<file path="src/rtl/piso_serializer.sv">
// Parallel-in, serial-out shifter with a one-word holding buffer.
// Words enter over a valid/ready handshake and leave one bit per accepted
// serial transfer. The holding buffer lets the next word wait while the
// current one shifts out, so consecutive words stream without a gap.
module piso_serializer #(
  parameter int DATA_WIDTH = 16,
  parameter bit MSB_FIRST  = 1'b1
) (
  input  logic                  clk,
  input  logic                  resetn,
  input  logic [DATA_WIDTH-1:0] din,
  input  logic                  din_valid,
  output logic                  din_ready,
  output logic                  dout,
  output logic                  dout_valid,
  input  logic                  dout_ready,
  output logic                  dout_last
);

  localparam int CNT_W = (DATA_WIDTH > 2) ? $clog2(DATA_WIDTH) : 1;
  localparam logic [CNT_W-1:0] CNT_LAST = CNT_W'(DATA_WIDTH - 1);

  typedef enum logic {
    IDLE  = 1'b0,
    SHIFT = 1'b1
  } state_e;

  state_e                state_q, state_d;
  logic [DATA_WIDTH-1:0] shift_q, shift_d;
  logic [CNT_W-1:0]      cnt_q,   cnt_d;
  logic [DATA_WIDTH-1:0] hold_q,  hold_d;
  logic                  hold_valid_q, hold_valid_d;

  logic                  in_xfer;
  logic                  out_xfer;
  logic                  reload;
  logic [DATA_WIDTH-1:0] shift_next;

  // Output-side view of the shifter; dout is forced low when no bit is valid.
  always_comb begin
    dout_valid = (state_q == SHIFT);
    dout_last  = dout_valid && (cnt_q == CNT_LAST);
    din_ready  = !hold_valid_q;
    dout       = 1'b0;
    if (dout_valid) begin
      dout = MSB_FIRST ? shift_q[DATA_WIDTH-1] : shift_q[0];
    end
  end

  // Handshakes and the shifter moved one place toward its output end.
  always_comb begin
    in_xfer    = din_valid && din_ready;
    out_xfer   = dout_valid && dout_ready;
    // A reload happens whenever the shifter is empty or about to empty.
    reload     = (state_q == IDLE) || (out_xfer && dout_last);
    shift_next = MSB_FIRST ? {shift_q[DATA_WIDTH-2:0], 1'b0}
                           : {1'b0, shift_q[DATA_WIDTH-1:1]};
  end

  // Next-state: reload from hold (priority) or din, else shift or stall.
  always_comb begin
    state_d      = state_q;
    shift_d      = shift_q;
    cnt_d        = cnt_q;
    hold_d       = hold_q;
    hold_valid_d = hold_valid_q;

    if (reload) begin
      cnt_d = '0;
      if (hold_valid_q) begin
        // din_ready is low here, so no new word can arrive this cycle.
        shift_d      = hold_q;
        hold_valid_d = 1'b0;
        state_d      = SHIFT;
      end else if (in_xfer) begin
        // Empty hold: a word arriving with the last bit goes straight in.
        shift_d = din;
        state_d = SHIFT;
      end else begin
        shift_d = '0;
        state_d = IDLE;
      end
    end else begin
      if (out_xfer) begin
        shift_d = shift_next;
        cnt_d   = cnt_q + CNT_W'(1);
      end
      // Shifter busy with bits still to go: park the new word.
      if (in_xfer) begin
        hold_d       = din;
        hold_valid_d = 1'b1;
      end
    end
  end

  // State registers; reset discards both the in-flight and the held word.
  always_ff @(posedge clk or negedge resetn) begin
    if (!resetn) begin
      state_q      <= IDLE;
      shift_q      <= '0;
      cnt_q        <= '0;
      hold_q       <= '0;
      hold_valid_q <= 1'b0;
    end else begin
      state_q      <= state_d;
      shift_q      <= shift_d;
      cnt_q        <= cnt_d;
      hold_q       <= hold_d;
      hold_valid_q <= hold_valid_d;
    end
  end

endmodule
</file>
<file path="config.mk">
export PLATFORM = sky130hd
export DESIGN_NAME = piso_serializer
export DESIGN_NICKNAME = d
export VERILOG_FILES = /design/src/rtl/piso_serializer.sv
export SDC_FILE = /design/constraint.sdc
export NUM_CORES = 1
export LEC_CHECK = 0
export BUFFER_PORTS_ARGS = -buffer_cell sky130_fd_sc_hd__buf_4
export CORE_MARGIN = 2
export CORE_UTILIZATION = 40
export CTS_CLUSTER_SIZE = 16
export DETAILED_ROUTE_END_ITERATION = 7
export GPL_TIMING_DRIVEN = 1
export MAX_ROUTING_LAYER = met4
export PLACE_DENSITY_LB_ADDON = 0.05
export SYNTH_ARGS = -nofsm -noshare
export SYNTH_HDL_FRONTEND = slang
export SYNTH_SLANG_ARGS = --single-unit
</file>
<file path="constraint.sdc">
create_clock -name clk -period 1.8 [get_ports clk]
set_input_delay 0.54 -clock clk [delete_from_list [all_inputs] [get_ports clk]]
set_output_delay 0.54 -clock clk [all_outputs]
set_load 0.01 [all_outputs]
</file>
==> results of run 1 <==
[Yosys cell counts]
cell type / number / area, sq um
dfrtp_1: 38 / 951
nand2_1: 19 / 71.3
inv_1: 17 / 63.8
a22oi_1: 16 / 120
o221ai_1: 15 / 131
mux2_4: 10 / 150
mux2_2: 6 / 67.6
nor2_1: 6 / 22.5
clkbuf_1: 5 / 18.8
buf_6: 3 / 33.8
nand3_1: 3 / 15.0
and2_1: 2 / 12.5
buf_2: 2 / 10.0
mux2i_1: 2 / 20.0
o21ai_0: 2 / 10.0
a21oi_1: 1 / 5.00
a31oi_1: 1 / 6.26
and3_4: 1 / 11.3
buf_8: 1 / 15.0
ha_1: 1 / 12.5
nand4_1: 1 / 6.26
nor2b_1: 1 / 6.26
nor2b_2: 1 / 8.76
or3_1: 1 / 6.26
xor2_1: 1 / 8.76
[per-layer routing]
| metal | up-vias | GRT usage, % | part of all wire, % |
|---|---|---|---|
| li1 | 601 | - | - |
| met1 | 625 | 19.5 | 45 |
| met2 | 21 | 24.1 | 50 |
| met3 | 2 | 5.41 | 4.7 |
| met4 | 0 | 4.40 | 0.56 |
| met5 | - | - | 0 |
[layout by cell type (no fill, tap or decap), drive strengths merged, types with 2 or more instances in the layout]
cell type / synthesis / routed
nor2: 6 / 6
mux2: 16 / 16
nand2: 19 / 19
dfrtp: 38 / 38
o221ai: 15 / 15
and2: 2 / 2
buf: 6 / 29
a22oi: 16 / 16
inv: 17 / 17
clkbuf: 5 / 6
o21ai: 2 / 2
bufinv: 0 / 2
mux2i: 2 / 2
nand3: 3 / 3
nor2b: 2 / 2
[flip-flops by register name (all words and copies together) (netlist names)]
signal	cells
hold_valid_q	1
shift_q	16
dout_valid	1
hold_q	16
cnt_q	4
[power by group through the flow]
stage | Clock [mW] | Combinational [mW] | Sequential [mW]
after CTS | 0.914 | 0.939 | 1.43
final | 0.885 | 0.977 | 1.44
after floorplan | 0 | 0.743 | 1.38
after global placement | 0 | 0.898 | 1.42
after global routing | 0.950 | 1.09 | 1.49
after detailed placement | 0 | 0.936 | 1.44
[timing repair]
| item | CTS | global route |
|---|---|---|
| buffers inserted | 0 | 2 |
| setup endpoints to repair | 0 | 4 |
| endpoints found under the hold margin | 0 | 0 |
| hold buffers | 0 | 0 |
| gates resized for setup | 0 | 3 |
[worst max-delay path, delay by kind of cell (launching register included)]
kind / cells / cell delay [ps]
adder cells (fa/ha/maj): 1 / 180
AND/OR/NAND/NOR: 2 / 190
buffers and inverters: 1 / 120
flip-flops: 1 / 430
[layout make-up]
type,count,area [sq um]
clock buffer,6,82.6
clock inverter,2,60.1
tap,52,65.1
multi-input combinational,90,709
inverter,17,63.8
sequential,38,951
fill,414,2170
timing repair buffer,29,218
[final timing paths]
check                             end  slack, ps  depth (start not counted)
setup reg to reg           hold_q[10]        170                          4
setup / recovery            dout_last         60                          4
max in group asynchronous   hold_q[6]       1250                          1
hold / removal               cnt_q[3]        220                          1
hold reg to reg            shift_q[0]        480                          2
min in group clk           dout_valid        460                          3
[through the flow]
step	setup WS (ps)	instance area, sq um	setup TNS [ps]	hold WS [ps]	util, %
after floorplan	163	1780	0	244	-
after global placement	111	1970	0	467	45.7
after detailed placement	108	1970	0	468	45.7
after CTS	15.2	2120	0	228	49.0
after global routing	-19.9	2150	-19.9	238	49.7
final	59.0	2150	0	216	49.7
[kinds of logic after synthesis]
logic type / Yosys count
AOI/OAI and AO/OA: 35
xor gates and xnor gates: 1
adders and majority gates: 1
buffers and inverters: 28
DFF: 38
muxes: 18
and+or+nand+nor: 35
==> flow_summary.toml, run 1 <==
[synth]
synth-simple-area-share_pct = 8.98
synth.area.mux_share_pct = 13.3
netlist_area_sq_um = 1780
netlist_instances = 156
ys_warn_count = 0
ys_ff_latch = 38
synthDistinctLibCells = 25
avgSynthCellArea_sq_um = 11.4
synth_compound_area_share_pct = 15.3
synth_top_family_by_area = "compound AO/OA/AOI/OAI gates"
yosysSeqAreaShare_pct = 53.3
synth_xor_area_share_pct = 0.491
synth-adder-area-share_pct = 0.701
syn_nets = 177

[route]
drc = 0
ant_nets = 0
drt-initial-drc-count = 87
wire_per_inst_microns = 15.2
drt-total-wl_mm = 3.55
vias_per_cell = 5.34
vias = 1249
dr.pass1.iters = 4

[clock_network]
clock_latency_ps = 280
path_clk_slew_ps = 70
clock-sinks = 38
root_buffer = "clkbuf_8"
cts-buffers-inserted = 5
h-tree-depth = 2
ctsLongestPathBuffers = 2
cts_tree = "yes"

[placed_design]
placed_cells = 224
portBuffers = 23
place.gp.congestion = 0.737
dp_hpwl_mm = 2.31

[timing]
finalCritPeriodShare_pct = 96.7
slew_headroom_pct = 60.0
setup_viol_count_final = 0
rsz0062_at_grt = "yes"
clock_skew_ps = 4.85
finalHoldViolCount = 0
final_max_slew_viol_count = 0
min_period_ps = 1740
fmax_mhz = 574
worstMarginPinSlew_ps = 600

[floorplanning]
fp.dieW_microns = 70.8
start_util_pct = 41.3
die_area_sq_um = 5010
num_rows = 24
core-area_sq_um = 4320
io_pins = 24
dieHeight_microns = 70.8

[pwr]
seq_power_share_pct = 43.7
power_mw = 3.30
vdd_drop_max_v = 0.000796
p_int_mw = 2.39
pwr-share-clk_pct = 26.8
p_sw_mw = 0.913
leakage_nw = 0.970
switching_share_pct = 27.6
pwr-share-comb_pct = 29.6
power_density_nw_per_um2 = 1540

[setup_path]
path_cells = "ha_4 -> nand3_2 -> nor2_1 -> buf_4"
end_kind = "output pin"
cp_max_fo = 4
worstPathArrival_ps = 1200
critPathMaxStageDelay_ps = 430
critical_path_class = "reg2out"
critPathSlowestCell = "dfrtp_1"
r2r_start = "cnt_q[1]"
startpoint = "cnt_q[1]"
critPathLaunchType = "register"
required_ps = 1260

[finish]
final-instance-count-excl-fill = 234
syn2layout_area_growth_pct = 20.5
diodes = 0
fin_nets = 202
drive_gt1_share_pct = 31.3

[grt]
grt_pass1_wl_mm = 5.93
grt_max_degree = 39
grt-ovfl-total = 0
grt_pass1_vias = 1230
groute.usage.overall_pct = 15.6
antenna_found_initial = 0

[min_path]
min_path_type = "in2async"

[run]
maxCapViolCount = 0

[status]
status = "completed"
Note: power is estimated with default switching activity, not from simulation.
==> run 2, diff against run 1 <==
==> constraint.sdc (replaced) <==
create_clock -name clk -period 2.2 [get_ports clk]
set_input_delay 0.66 -clock clk [delete_from_list [all_inputs] [get_ports clk]]
set_output_delay 0.66 -clock clk [all_outputs]
set_load 0.01 [all_outputs]
==> run 2 against run 1 <==
Against the previous run:
- largest cell class unchanged
- critical path type unchanged
- critical endpoint unchanged
- highest routed layer unchanged
- combinational power is 23% lower
- critical path depth unchanged
- sequential share of layout area up 1.1 points
- via count is 1.5% higher
==> flow_summary.toml, run 2 (synthesis gave the netlist of run 1 again) <==
[pwr]
vdd_drop_max_v = 0.000647
leakage_nw = 0.956
power_mw = 2.48
power_density_nw_per_um2 = 1180

[clock_network]
clock_latency_ps = 280
cts_tree = "yes"
ctsResizeCount = 0
root_buffer = "clkbuf_8"
h-tree-depth = 2
path_clk_slew_ps = 70
cts-buffers-inserted = 5
clock-sinks = 38
cts_setup_buffers = 0
ctsLongestPathBuffers = 2
postCtsHoldBufs = 0

[placed_design]
dp_hpwl_mm = 2.43
place.gp.congestion = 0.727
portBuffers = 23

[grt]
grt_pass1_vias = 1325
groute.usage.overall_pct = 16.9
grt_pass1_wl_mm = 6.35
grt_max_degree = 39
antenna_found_initial = 0
grt-ovfl-total = 0

[setup_path]
worstPathArrival_ps = 1260
end_kind = "output pin"
cp_max_fo = 4
critPathLaunchType = "register"
critical_path_class = "reg2out"
required_ps = 1540

[floorplanning]
fp.dieW_microns = 70.8
start_util_pct = 41.3
dieHeight_microns = 70.8
num_rows = 24
io_pins = 24
core-area_sq_um = 4320
die_area_sq_um = 5010

[status]
status = "completed"

[min_path]
min_path_type = "in2async"

[timing]
rsz0062_at_grt = "no"
min_period_ps = 1920
worstMarginPinSlew_ps = 474
finalCritPeriodShare_pct = 87.3
clock_skew_ps = 3.66
setup_viol_count_final = 0
slew_headroom_pct = 68.4
finalHoldViolCount = 0
setup_tns_ps = 0
final_max_slew_viol_count = 0
fmax_mhz = 521

[route]
ant_nets = 0
vias = 1268
drt-total-wl_mm = 3.79
vias_per_cell = 5.42
dr.pass1.iters = 6
drt-initial-drc-count = 174
drc = 0
wire_per_inst_microns = 16.2

[finish]
final_cell_mix = "38 x dfrtp_1, 29 x buf_4, 19 x nand2_1, 17 x inv_1, 16 x a22oi_1"
syn2layout_area_growth_pct = 17.7
fin_util_pct = 48.6
reg_top3 = "hold_q (16), shift_q (16), cnt_q (4)"
fin_nets = 202
final_common_cell = "dfrtp_1"
drive_gt1_share_pct = 30.2
diodes = 0

[run]
maxCapViolCount = 0
## run 2: cell count changes in the layout (fill, tap and decap cells not counted), sizes merged
| cell | change |
|---|---|
| bufinv | -2 |
| clkbuf | +2 |
## run 2: power breakdown
group          internal [mW]  switching [mW]  leakage (nW)
registers              0.991           0.180         0.480
logic                  0.443           0.313         0.418
clock network          0.316           0.235        0.0575
## run 2: layout make-up
type                       instances  area (sq um)
clock buffer                       8           110
fill                             421          2220
multi-input combinational         90           692
tap                               52          65.1
sequential                        38           951
timing repair buffer              29           218
inverter                          17          63.8
## run 2: final timing paths
kind,startpoint,to,slack [ps],depth (start not counted)
max in group asynchronous,resetn,hold_q[9],1540,1
hold reg to reg,shift_q[15],shift_q[15],480,2
min in group clk,shift_q[15],shift_q[15],480,2
setup reg to reg,cnt_q[0],hold_q[13],450,4
setup / recovery,cnt_q[0],dout_last,280,4
hold / removal,resetn,cnt_q[0],330,1
## run 2: worst max-delay path: stages (launching register included)
cell,delay [ps]
dfrtp_1,410
ha_1,230
nand3_1,110
nor2_1,100
buf_4,120
## run 2: routing by layer
metal	share of wire, %	track usage, %	up-vias
li1	-	-	600
met1	45	19.8	635
met2	49	27.1	27
met3	4.2	4.84	6
met4	1.7	7.76	0
met5	0	-	-
## run 2: per-stage QoR
stage	instances	instance area (sq um)	setup slack, ps	hold slack, ps
floorplan	156	1780	443	364
global placement	226	1990	401	469
detailed placement	226	1990	362	475
CTS	234	2100	271	347
global route	234	2100	201	370
finish	234	2100	279	326
==> run 3, diff against run 2 <==
--- a/config.mk
+++ b/config.mk
@@ -8,6 +8,7 @@
 export BUFFER_PORTS_ARGS = -buffer_cell sky130_fd_sc_hd__buf_4
 export CORE_MARGIN = 2
 export CORE_UTILIZATION = 40
+export CTS_BUF_LIST = sky130_fd_sc_hd__clkbuf_16
 export CTS_CLUSTER_SIZE = 16
 export DETAILED_ROUTE_END_ITERATION = 7
 export GPL_TIMING_DRIVEN = 1
==> run 3 against run 2 <==
Against the previous run:
- register-to-register slack hardly changed
- via count is 0.55% higher
- maximum frequency is 0.79% higher
- non-clock buffer count stayed put
- total power is 4.7% higher
- count of clock-buffer cells in the layout is 3 lower
- core utilization is 0.61 points higher
- routed wire length is 1.5% higher
- first-iteration DRC count is 5.7% lower
- critical path type unchanged
- highest routed layer unchanged
==> flow_summary.toml, run 3 (synthesis gave the netlist of run 1 again) <==
[route]
drc = 0
drt-initial-drc-count = 164
wire_per_inst_microns = 16.4
dr.pass1.iters = 4
ant_nets = 0
drt-total-wl_mm = 3.85
vias_per_cell = 5.45
vias = 1275

[grt]
grt_max_degree = 39
antenna_found_initial = 0
grt-ovfl-total = 0
grt_pass1_wl_mm = 6.42
groute.usage.overall_pct = 17.2
grt_pass1_vias = 1334

[finish]
reg_top3 = "hold_q (16), shift_q (16), cnt_q (4)"
syn2layout_area_growth_pct = 19.1
fin_nets = 202
regArea_sq_um = 951
fin_util_pct = 49.2
final_common_cell = "dfrtp_1"
fin_area_sq_um = 2130
diodes = 0
final_cell_mix = "38 x dfrtp_1, 29 x buf_4, 19 x nand2_1, 17 x inv_1, 16 x a22oi_1"
multi_input_area_sq_um = 692
fill_cells = 419
drive_gt1_share_pct = 28.6

[floorplanning]
io_pins = 24
core-area_sq_um = 4320
fp.dieW_microns = 70.8
dieHeight_microns = 70.8
num_rows = 24
die_area_sq_um = 5010
start_util_pct = 41.3

[clock_network]
ctsLongestPathBuffers = 2
cts-buffers-inserted = 5
root_buffer = "clkbuf_16"
cts_setup_buffers = 0
ctsResizeCount = 0
h-tree-depth = 2
clock_latency_ps = 270
cts_tree = "yes"
clock-sinks = 38
path_clk_slew_ps = 50
postCtsHoldBufs = 0

[setup_path]
end_kind = "output pin"
cp_max_fo = 4
worstPathArrival_ps = 1250
critPathLaunchType = "register"
critical_path_class = "reg2out"
required_ps = 1540

[placed_design]
place.gp.congestion = 0.727
placed_area_sq_um = 1990
dp_hpwl_mm = 2.43
portBuffers = 23

[status]
status = "completed"

[pwr]
power_mw = 2.59
pwr-share-clk_pct = 25.5
pwr-share-comb_pct = 29.2
p_int_mw = 1.84
vdd_drop_max_v = 0.000704
power_density_nw_per_um2 = 1220
switching_share_pct = 29.0
seq_power_share_pct = 45.2
p_sw_mw = 0.752
leakage_nw = 0.965

[timing]
final_max_slew_viol_count = 0
whs_ps = 339
worstMarginPinSlew_ps = 478
min_period_ps = 1910
rsz0062_at_grt = "no"
finalHoldViolCount = 0
setup_viol_count_final = 0
slew_headroom_pct = 68.2
setup_tns_ps = 0
fmax_mhz = 525
clock_skew_ps = 2.91
finalCritPeriodShare_pct = 86.6

[min_path]
min_path_type = "in2async"

[run]
maxCapViolCount = 0
[run 3: worst max-delay path, stage by stage, from the launching register on]
cell and delay, ps:
dfrtp_1 400, ha_1 230, nand3_1 110, nor2_1 100
buf_4 120
[run 3: final cells by class]
type | count | share of cell area, %
Clock buffer | 5 | 5.89
Clock inverter | 3 | 0.530
Inverter | 17 | 3.00
Multi-Input combinational cell | 90 | 32.5
Sequential cell | 38 | 44.7
Tap cell | 52 | 3.06
Timing Repair Buffer | 29 | 10.2
[run 3: power groups by stage]
| stage | clock network [mW] | logic [mW] | registers (mW) |
|---|---|---|---|
| detailed placement | 0 | 0.761 | 1.18 |
| finish | 0.663 | 0.758 | 1.17 |
| global placement | 0 | 0.733 | 1.17 |
| global route | 0.719 | 0.845 | 1.21 |
| CTS | 0.687 | 0.768 | 1.17 |
| floorplan | 0 | 0.608 | 1.13 |
[run 3: stage by stage]
| stage | worst slack, ps | std cells |
|---|---|---|
| finish | 294 | 234 |
| floorplan | 443 | 156 |
| CTS | 294 | 234 |
| global placement | 401 | 226 |
| global route | 226 | 234 |
| detailed placement | 362 | 226 |
[run 3: final timing paths]
check | from | endpoint | slack (ps) | cells after the start
hold / removal | resetn | cnt_q[0] | 340 | 1
setup / recovery | cnt_q[0] | dout_last | 290 | 4
max in group asynchronous | resetn | hold_q[9] | 1520 | 1
min in group clk | shift_q[15] | shift_q[15] | 480 | 2
hold reg to reg | shift_q[15] | shift_q[15] | 480 | 2
setup reg to reg | cnt_q[0] | hold_q[13] | 460 | 4
[run 3: routing by layer]
metal | global-route usage (%) | part of all wire (%) | wire (microns)
met1 | 20.6 | 45 | 1720
met2 | 26.7 | 49 | 1900
met3 | 5.70 | 4.5 | 175
met4 | 7.13 | 1.4 | 54
met5 | - | 0 | 0
